==> src/rtl/data_cache_if.sv <==
// CPU-side and memory-side bus of the data cache.
// slave is the cache's view; master is the view of whatever drives the CPU
// request and answers the memory request.
interface data_cache_if #(
    parameter int WORD_SIZE  = 16,
    parameter int LINE_WORDS = 4
);
    logic                            cpu_read;
    logic                            cpu_write;
    logic [WORD_SIZE-1:0]            cpu_address;
    logic [WORD_SIZE-1:0]            cpu_wdata;
    logic [WORD_SIZE-1:0]            cpu_rdata;
    logic                            cpu_ready;
    logic                            mem_read;
    logic                            mem_write;
    logic [WORD_SIZE-1:0]            mem_address;
    logic [WORD_SIZE-1:0]            mem_wdata;
    logic [WORD_SIZE*LINE_WORDS-1:0] mem_rdata;
    logic                            mem_ack;

    modport slave (
        input  cpu_read, cpu_write, cpu_address, cpu_wdata, mem_rdata, mem_ack,
        output cpu_rdata, cpu_ready, mem_read, mem_write, mem_address, mem_wdata
    );

    modport master (
        output cpu_read, cpu_write, cpu_address, cpu_wdata, mem_rdata, mem_ack,
        input  cpu_rdata, cpu_ready, mem_read, mem_write, mem_address, mem_wdata
    );
endinterface

==> src/rtl/data_cache.sv <==
// Direct-mapped, write-through, no-write-allocate data cache between the
// CPU's MEM-stage data port and the backing data memory. Read hits finish
// in the request cycle; misses fill a whole line, writes go straight through
// and only update the cached copy when the line is already present.
// Load hits and misses are counted.
module data_cache #(
    parameter int WORD_SIZE   = 16,
    parameter int INDEX_BITS  = 2,
    parameter int OFFSET_BITS = 2
) (
    input  logic                 clk,
    input  logic                 reset_n,   // active-high synchronous reset
    data_cache_if.slave          bus,
    output logic [WORD_SIZE-1:0] hit_count,
    output logic [WORD_SIZE-1:0] miss_count
);
    localparam int LINES    = 1 << INDEX_BITS;
    localparam int WORDS    = 1 << OFFSET_BITS;
    localparam int TAG_BITS = WORD_SIZE - INDEX_BITS - OFFSET_BITS;
    localparam logic [WORD_SIZE-1:0] CNT_ONE = WORD_SIZE'(1);

    typedef enum logic [1:0] {
        IDLE  = 2'd0,
        FILL  = 2'd1,
        WRITE = 2'd2
    } state_t;

    state_t                               state_r;
    logic [LINES-1:0]                     valid_r;
    logic [TAG_BITS-1:0]                  tag_r  [LINES];
    logic [WORDS-1:0][WORD_SIZE-1:0]      line_r [LINES];
    logic                                 filled_r;

    logic [OFFSET_BITS-1:0]               offset_s;
    logic [INDEX_BITS-1:0]                index_s;
    logic [TAG_BITS-1:0]                  tag_s;
    logic                                 hit_s;
    logic                                 read_hit_s;
    logic [WORD_SIZE-1:0]                 word_s;

    assign offset_s   = bus.cpu_address[OFFSET_BITS-1:0];
    assign index_s    = bus.cpu_address[OFFSET_BITS +: INDEX_BITS];
    assign tag_s      = bus.cpu_address[WORD_SIZE-1 -: TAG_BITS];
    assign hit_s      = valid_r[index_s] && (tag_r[index_s] == tag_s);
    assign word_s     = line_r[index_s][offset_s];
    // A simultaneous write wins, so a read only completes when no write is pending.
    assign read_hit_s = bus.cpu_read && !bus.cpu_write && hit_s;

    // Per-state bus outputs; read hits answer in the same cycle.
    always_comb begin
        bus.cpu_ready   = 1'b0;
        bus.cpu_rdata   = {WORD_SIZE{1'b0}};
        bus.mem_read    = 1'b0;
        bus.mem_write   = 1'b0;
        bus.mem_address = {WORD_SIZE{1'b0}};
        bus.mem_wdata   = {WORD_SIZE{1'b0}};
        case (state_r)
            IDLE: begin
                if (read_hit_s) begin
                    bus.cpu_ready = 1'b1;
                    bus.cpu_rdata = word_s;
                end else begin
                    bus.cpu_ready = 1'b0;
                end
            end
            FILL: begin
                bus.mem_read    = 1'b1;
                bus.mem_address = {tag_s, index_s, {OFFSET_BITS{1'b0}}};
            end
            WRITE: begin
                bus.mem_write   = 1'b1;
                bus.mem_address = bus.cpu_address;
                bus.mem_wdata   = bus.cpu_wdata;
                bus.cpu_ready   = bus.mem_ack;
            end
            default: begin
                bus.cpu_ready = 1'b0;
            end
        endcase
    end

    // Controller FSM, line storage and hit/miss counters.
    always_ff @(posedge clk) begin
        if (reset_n) begin
            state_r    <= IDLE;
            valid_r    <= {LINES{1'b0}};
            filled_r   <= 1'b0;
            hit_count  <= {WORD_SIZE{1'b0}};
            miss_count <= {WORD_SIZE{1'b0}};
        end else begin
            case (state_r)
                IDLE: begin
                    // The first IDLE cycle after a fill is the refill completing,
                    // not a fresh hit; the flag only lives for that one cycle.
                    filled_r <= 1'b0;
                    if (bus.cpu_write) begin
                        state_r <= WRITE;
                    end else if (bus.cpu_read) begin
                        if (hit_s) begin
                            if (!filled_r) begin
                                hit_count <= hit_count + CNT_ONE;
                            end
                        end else begin
                            miss_count <= miss_count + CNT_ONE;
                            state_r    <= FILL;
                        end
                    end
                end
                FILL: begin
                    if (bus.mem_ack) begin
                        line_r[index_s]  <= bus.mem_rdata;
                        tag_r[index_s]   <= tag_s;
                        valid_r[index_s] <= 1'b1;
                        filled_r         <= 1'b1;
                        state_r          <= IDLE;
                    end
                end
                WRITE: begin
                    if (bus.mem_ack) begin
                        // No allocation on a write miss; only a present line is patched.
                        if (hit_s) begin
                            line_r[index_s][offset_s] <= bus.cpu_wdata;
                        end
                        state_r <= IDLE;
                    end
                end
                default: begin
                    state_r <= IDLE;
                end
            endcase
        end
    end
endmodule

==> src/flat_wrapper.sv <==
// flat-port wrapper written by rule: the top's interface ports become plain ports
module data_cache_flat 
#(
    parameter int WORD_SIZE   = 16,
    parameter int INDEX_BITS  = 2,
    parameter int OFFSET_BITS = 2
)
  (clk, reset_n, hit_count, miss_count, bus_cpu_read, bus_cpu_write, bus_cpu_address, bus_cpu_wdata, bus_mem_rdata, bus_mem_ack, bus_cpu_rdata, bus_cpu_ready, bus_mem_read, bus_mem_write, bus_mem_address, bus_mem_wdata);
  data_cache_if #(.WORD_SIZE(WORD_SIZE)) bus_i ();
  input  logic clk;
  input  logic reset_n;
  output logic [WORD_SIZE-1:0] hit_count;
  output logic [WORD_SIZE-1:0] miss_count;
  input wire logic [$bits(bus_i.cpu_read)-1:0] bus_cpu_read;
  input wire logic [$bits(bus_i.cpu_write)-1:0] bus_cpu_write;
  input wire logic [$bits(bus_i.cpu_address)-1:0] bus_cpu_address;
  input wire logic [$bits(bus_i.cpu_wdata)-1:0] bus_cpu_wdata;
  input wire logic [$bits(bus_i.mem_rdata)-1:0] bus_mem_rdata;
  input wire logic [$bits(bus_i.mem_ack)-1:0] bus_mem_ack;
  output wire logic [$bits(bus_i.cpu_rdata)-1:0] bus_cpu_rdata;
  output wire logic [$bits(bus_i.cpu_ready)-1:0] bus_cpu_ready;
  output wire logic [$bits(bus_i.mem_read)-1:0] bus_mem_read;
  output wire logic [$bits(bus_i.mem_write)-1:0] bus_mem_write;
  output wire logic [$bits(bus_i.mem_address)-1:0] bus_mem_address;
  output wire logic [$bits(bus_i.mem_wdata)-1:0] bus_mem_wdata;
  assign bus_i.cpu_read = bus_cpu_read;
  assign bus_i.cpu_write = bus_cpu_write;
  assign bus_i.cpu_address = bus_cpu_address;
  assign bus_i.cpu_wdata = bus_cpu_wdata;
  assign bus_i.mem_rdata = bus_mem_rdata;
  assign bus_i.mem_ack = bus_mem_ack;
  assign bus_cpu_rdata = bus_i.cpu_rdata;
  assign bus_cpu_ready = bus_i.cpu_ready;
  assign bus_mem_read = bus_i.mem_read;
  assign bus_mem_write = bus_i.mem_write;
  assign bus_mem_address = bus_i.mem_address;
  assign bus_mem_wdata = bus_i.mem_wdata;
  data_cache #(.WORD_SIZE(WORD_SIZE), .INDEX_BITS(INDEX_BITS), .OFFSET_BITS(OFFSET_BITS)) u_core (.clk(clk), .reset_n(reset_n), .bus(bus_i), .hit_count(hit_count), .miss_count(miss_count));
endmodule
==> config.mk <==
export PLATFORM = sky130hd
export DESIGN_NAME = data_cache_flat
export DESIGN_NICKNAME = d
export VERILOG_FILES = /design/src/rtl/data_cache_if.sv /design/src/rtl/data_cache.sv /design/src/flat_wrapper.sv
export SDC_FILE = /design/constraint.sdc
export NUM_CORES = 1
export LEC_CHECK = 0
export ABC_CLOCK_PERIOD_IN_PS = 4300
export BUFFER_PORTS_ARGS = -buffer_cell sky130_fd_sc_hd__buf_4
export CAP_MARGIN = 40
export CORE_ASPECT_RATIO = 1.4
export CORE_MARGIN = 2
export CORE_UTILIZATION = 45
export DETAILED_ROUTE_END_ITERATION = 10
export PLACE_DENSITY_LB_ADDON = 0.3
export SYNTH_ARGS = -nofsm -noshare
export SYNTH_HDL_FRONTEND = slang
export SYNTH_SLANG_ARGS = --single-unit
==> constraint.sdc <==
create_clock -name clk -period 4.3 [get_ports clk]
set_clock_uncertainty 0.05 [all_clocks]
set_input_delay 0.86 -clock clk [delete_from_list [all_inputs] [get_ports clk]]
set_output_delay 0.86 -clock clk [all_outputs]
set_load 0.005 [all_outputs]
==> results.yml <==
synthesis:
  syn_avg_cell_area_um2: 17.7
  synth_top_family_by_area: "multiplexers"
  yosysSeqAreaShare: 0.656
  yosys.area.top_type: "edfxtp_1"
  syn-cell-area_mm2: 0.0151
  muxShareOfSynthArea: 0.198
  synth_edf_count: 304
  syn_inst: 856
  ys_top_cells_by_area: "edfxtp_1 60%, mux4_2 13%, dfxtp_1 5.2%, mux2_4 3.8%, mux2_2 2.3%"
  synth-compound-area-share: 0.0346
  async_reset_ff_frac: 0
  synth.distinct_cells: 63
  synth_top_area_share: 0.604
  synth_fa_ha_area_frac: 0.00414
  synthXorXnorAreaFrac: 0.0143
  dominantRegCellSynth: "edfxtp_1"
  ys_warn_count: 0
  ys_ff_latch: 343
  syn_nets: 962
  synthSimpleGateAreaFrac: 0.0738
worst_setup_path:
  required_ns: 3.39
  crit_path_end_kind: "primary output"
  timing.reg2reg.setup_slack_ns: 1.07
  r2r_cells: 7
  startpoint_type: "primary input"
  crit_end: "bus_cpu_rdata[6]"
  crit_type: "primary input to primary output"
  r2r_end: "u_core.line_r[0][27]"
  arrival_ns: 3.01
  critPathMaxFanout: 36
  startpoint: "bus_cpu_address[2]"
  timing.rr.start: "u_core.tag_r[3][6]"
pwr:
  ir_worst_vdd_v: 0.000378
  p_leak_nw: 6.48
  finalPower_mw: 6.94
  cellPowerDensity_mw_per_mm2: 378
finish:
  finish.instance_area_mm2: 0.0184
  final_cell_mix: "304 x edfxtp_1, 210 x buf_4, 87 x mux4_2, 39 x dfxtp_1"
  drive_above_1_share: 0.410
  final_util: 0.553
  nets: 1179
  syn_to_final_growth_pct: 21.4
  fin_cells: 1543
  final_common_cell: "edfxtp_1"
  n_antenna_cell: 0
route:
  drt-pass1-iter-count: 5
  drc_errors: 0
  drt-initial-drc-count: 661
  wl_per_cell_um: 25.3
  wl_um: 39100
  antenna_left: 0
  vias: 8818
  drt-vias-per-instance: 5.71
placement:
  place_ws_ns: 0.308
  placed_area_mm2: 0.0173
  dp_hpwl_um: 26800
  finalWeightedCongestion: 0.824
  portBuffers: 183
  dpl.cell_count: 1482
sta:
  rsz0062_at_grt: "false"
  setup_viol_count_final: 0
  worstMarginPinSlew_ns: 0.581
  slew_viol_final: 0
  finalCritPeriodShare: 0.911
  setup_slack_ns: 0.383
  whs_ns: 0.403
  relSlewSlack: 0.603
  finalSetupTns_ns: 0
  fmax_mhz: 255
  post-route-min-period_ns: 3.92
  finalHoldViolations: 0
grt:
  grt_max_degree: 51
  globalRouteTotalUtil: 0.221
  grt_overflow: 0
  grt_pass1_vias: 9118
  grt_pass1_wl_um: 57000
  antenna_found_initial: 2
clock_tree:
  root_buffer: "clkbuf_16"
  cts_tree: "yes"
  cts.clk_slew.worst_paths_ns: 0.06
  postCtsHoldBufs: 0
  cts.repair.resized: 0
  clkSinkCount: 343
  clock_path_buffers: 3
  cts_setup_buffers: 0
  cts_inserted_buffers: 34
  ctsHtreeMaxLevel: 2
  clk_latency_ns: 0.52
floorplan:
  dieArea_mm2: 0.0351
  ioPinCount: 184
  start_util: 0.455
  die_h_um: 221
  core_area_mm2: 0.0332
  rows: 79
  die_x_um: 159
worst_hold_path:
  hold_class: "flop to flop"
run_status:
  status: "completed"
run:
  maxCapViolations: 0
==> cells in the mapped netlist, drive strengths merged, types with 3 or more instances <==
cell type and count:
a211oi 3, or4 9, a21oi 22, o21ai 6, nand4 10, nor3 13, clkbuf 22, a21o 4
and2 34, dfxtp 39, or3 4, nand4b 3, mux4 87, buf 24, xor2 9, xnor2 14
inv 11, nand2 24, nand3 14, edfxtp 304, o31ai 9, mux2 69, mux2i 11, and3 6
o2111ai 4, ha 5, nor2 39, o21a 3, nand2b 5, nor2b 19, a2111oi 5
==> state kept, by name, summed over array words and instances (netlist names) <==
name and count:
u_core.valid_r 4, u_core.line_r 256, u_core.state_r 2, u_core.filled_r 1
u_core.tag_r 48, u_core.hit_count 16, u_core.miss_count 16
==> critical path: stages <==
cell and delay [ns]:
buf_6 0.19, buf_12 0.16, mux2i_1 0.32, nor3_1 0.07, a2111oi_0 0.39, and4_1 0.30, nand3_2 0.15, buf_12 0.22
nor2b_1 0.16, buf_4 0.16
==> how the worst min path moves through the flow <==
| stage | startpoint | endpoint | depth (start not counted) |
|---|---|---|---|
| 2_1_floorplan | u_core.valid_r[3] | u_core.valid_r[3] | 1 |
| 3_3_place_gp | u_core.valid_r[2] | u_core.valid_r[2] | 1 |
| 3_5_place_dp | u_core.valid_r[1] | u_core.valid_r[1] | 1 |
| 4_1_cts | u_core.valid_r[1] | u_core.valid_r[1] | 1 |
| 5_1_grt | u_core.valid_r[1] | u_core.valid_r[1] | 1 |
| 6_report | u_core.valid_r[1] | u_core.valid_r[1] | 1 |
==> cell type report <==
class,count,area (µm²)
fill,2656,14900
inverter,11,41.3
timing repair buffer,227,1910
clock buffer,45,913
multi-input combinational,456,4920
clock inverter,16,101
tap,445,557
sequential,343,9910
==> report_power, final <==
part / internal, mW / switching [mW] / leakage [nW]
clock: 1.56 / 1.20 / 0.496
combinational: 0.261 / 0.270 / 2.93
sequential: 3.64 / 0.00711 / 3.05
total: 5.46 / 1.48 / 6.48
==> cells by family (layout without fill, tap and decap cells) <==
| kind of cell | Yosys count | after routing |
|---|---|---|
| adders and majority gates | 5 | 5 |
| and+or+nand+nor | 191 | 191 |
| AOI/OAI and AO/OA | 70 | 70 |
| xor gates and xnor gates | 23 | 23 |
| DFF | 343 | 343 |
| buffers and inverters | 57 | 299 |
| muxes | 167 | 167 |
==> per-layer routing <==
layer,up-vias,GRT usage,part of all wire
li1,3869,-,-
met1,4466,0.251,0.36
met2,379,0.394,0.52
met3,100,0.0493,0.069
met4,4,0.111,0.053
met5,-,0,0.00082
Power figures use the tool's default switching activity.
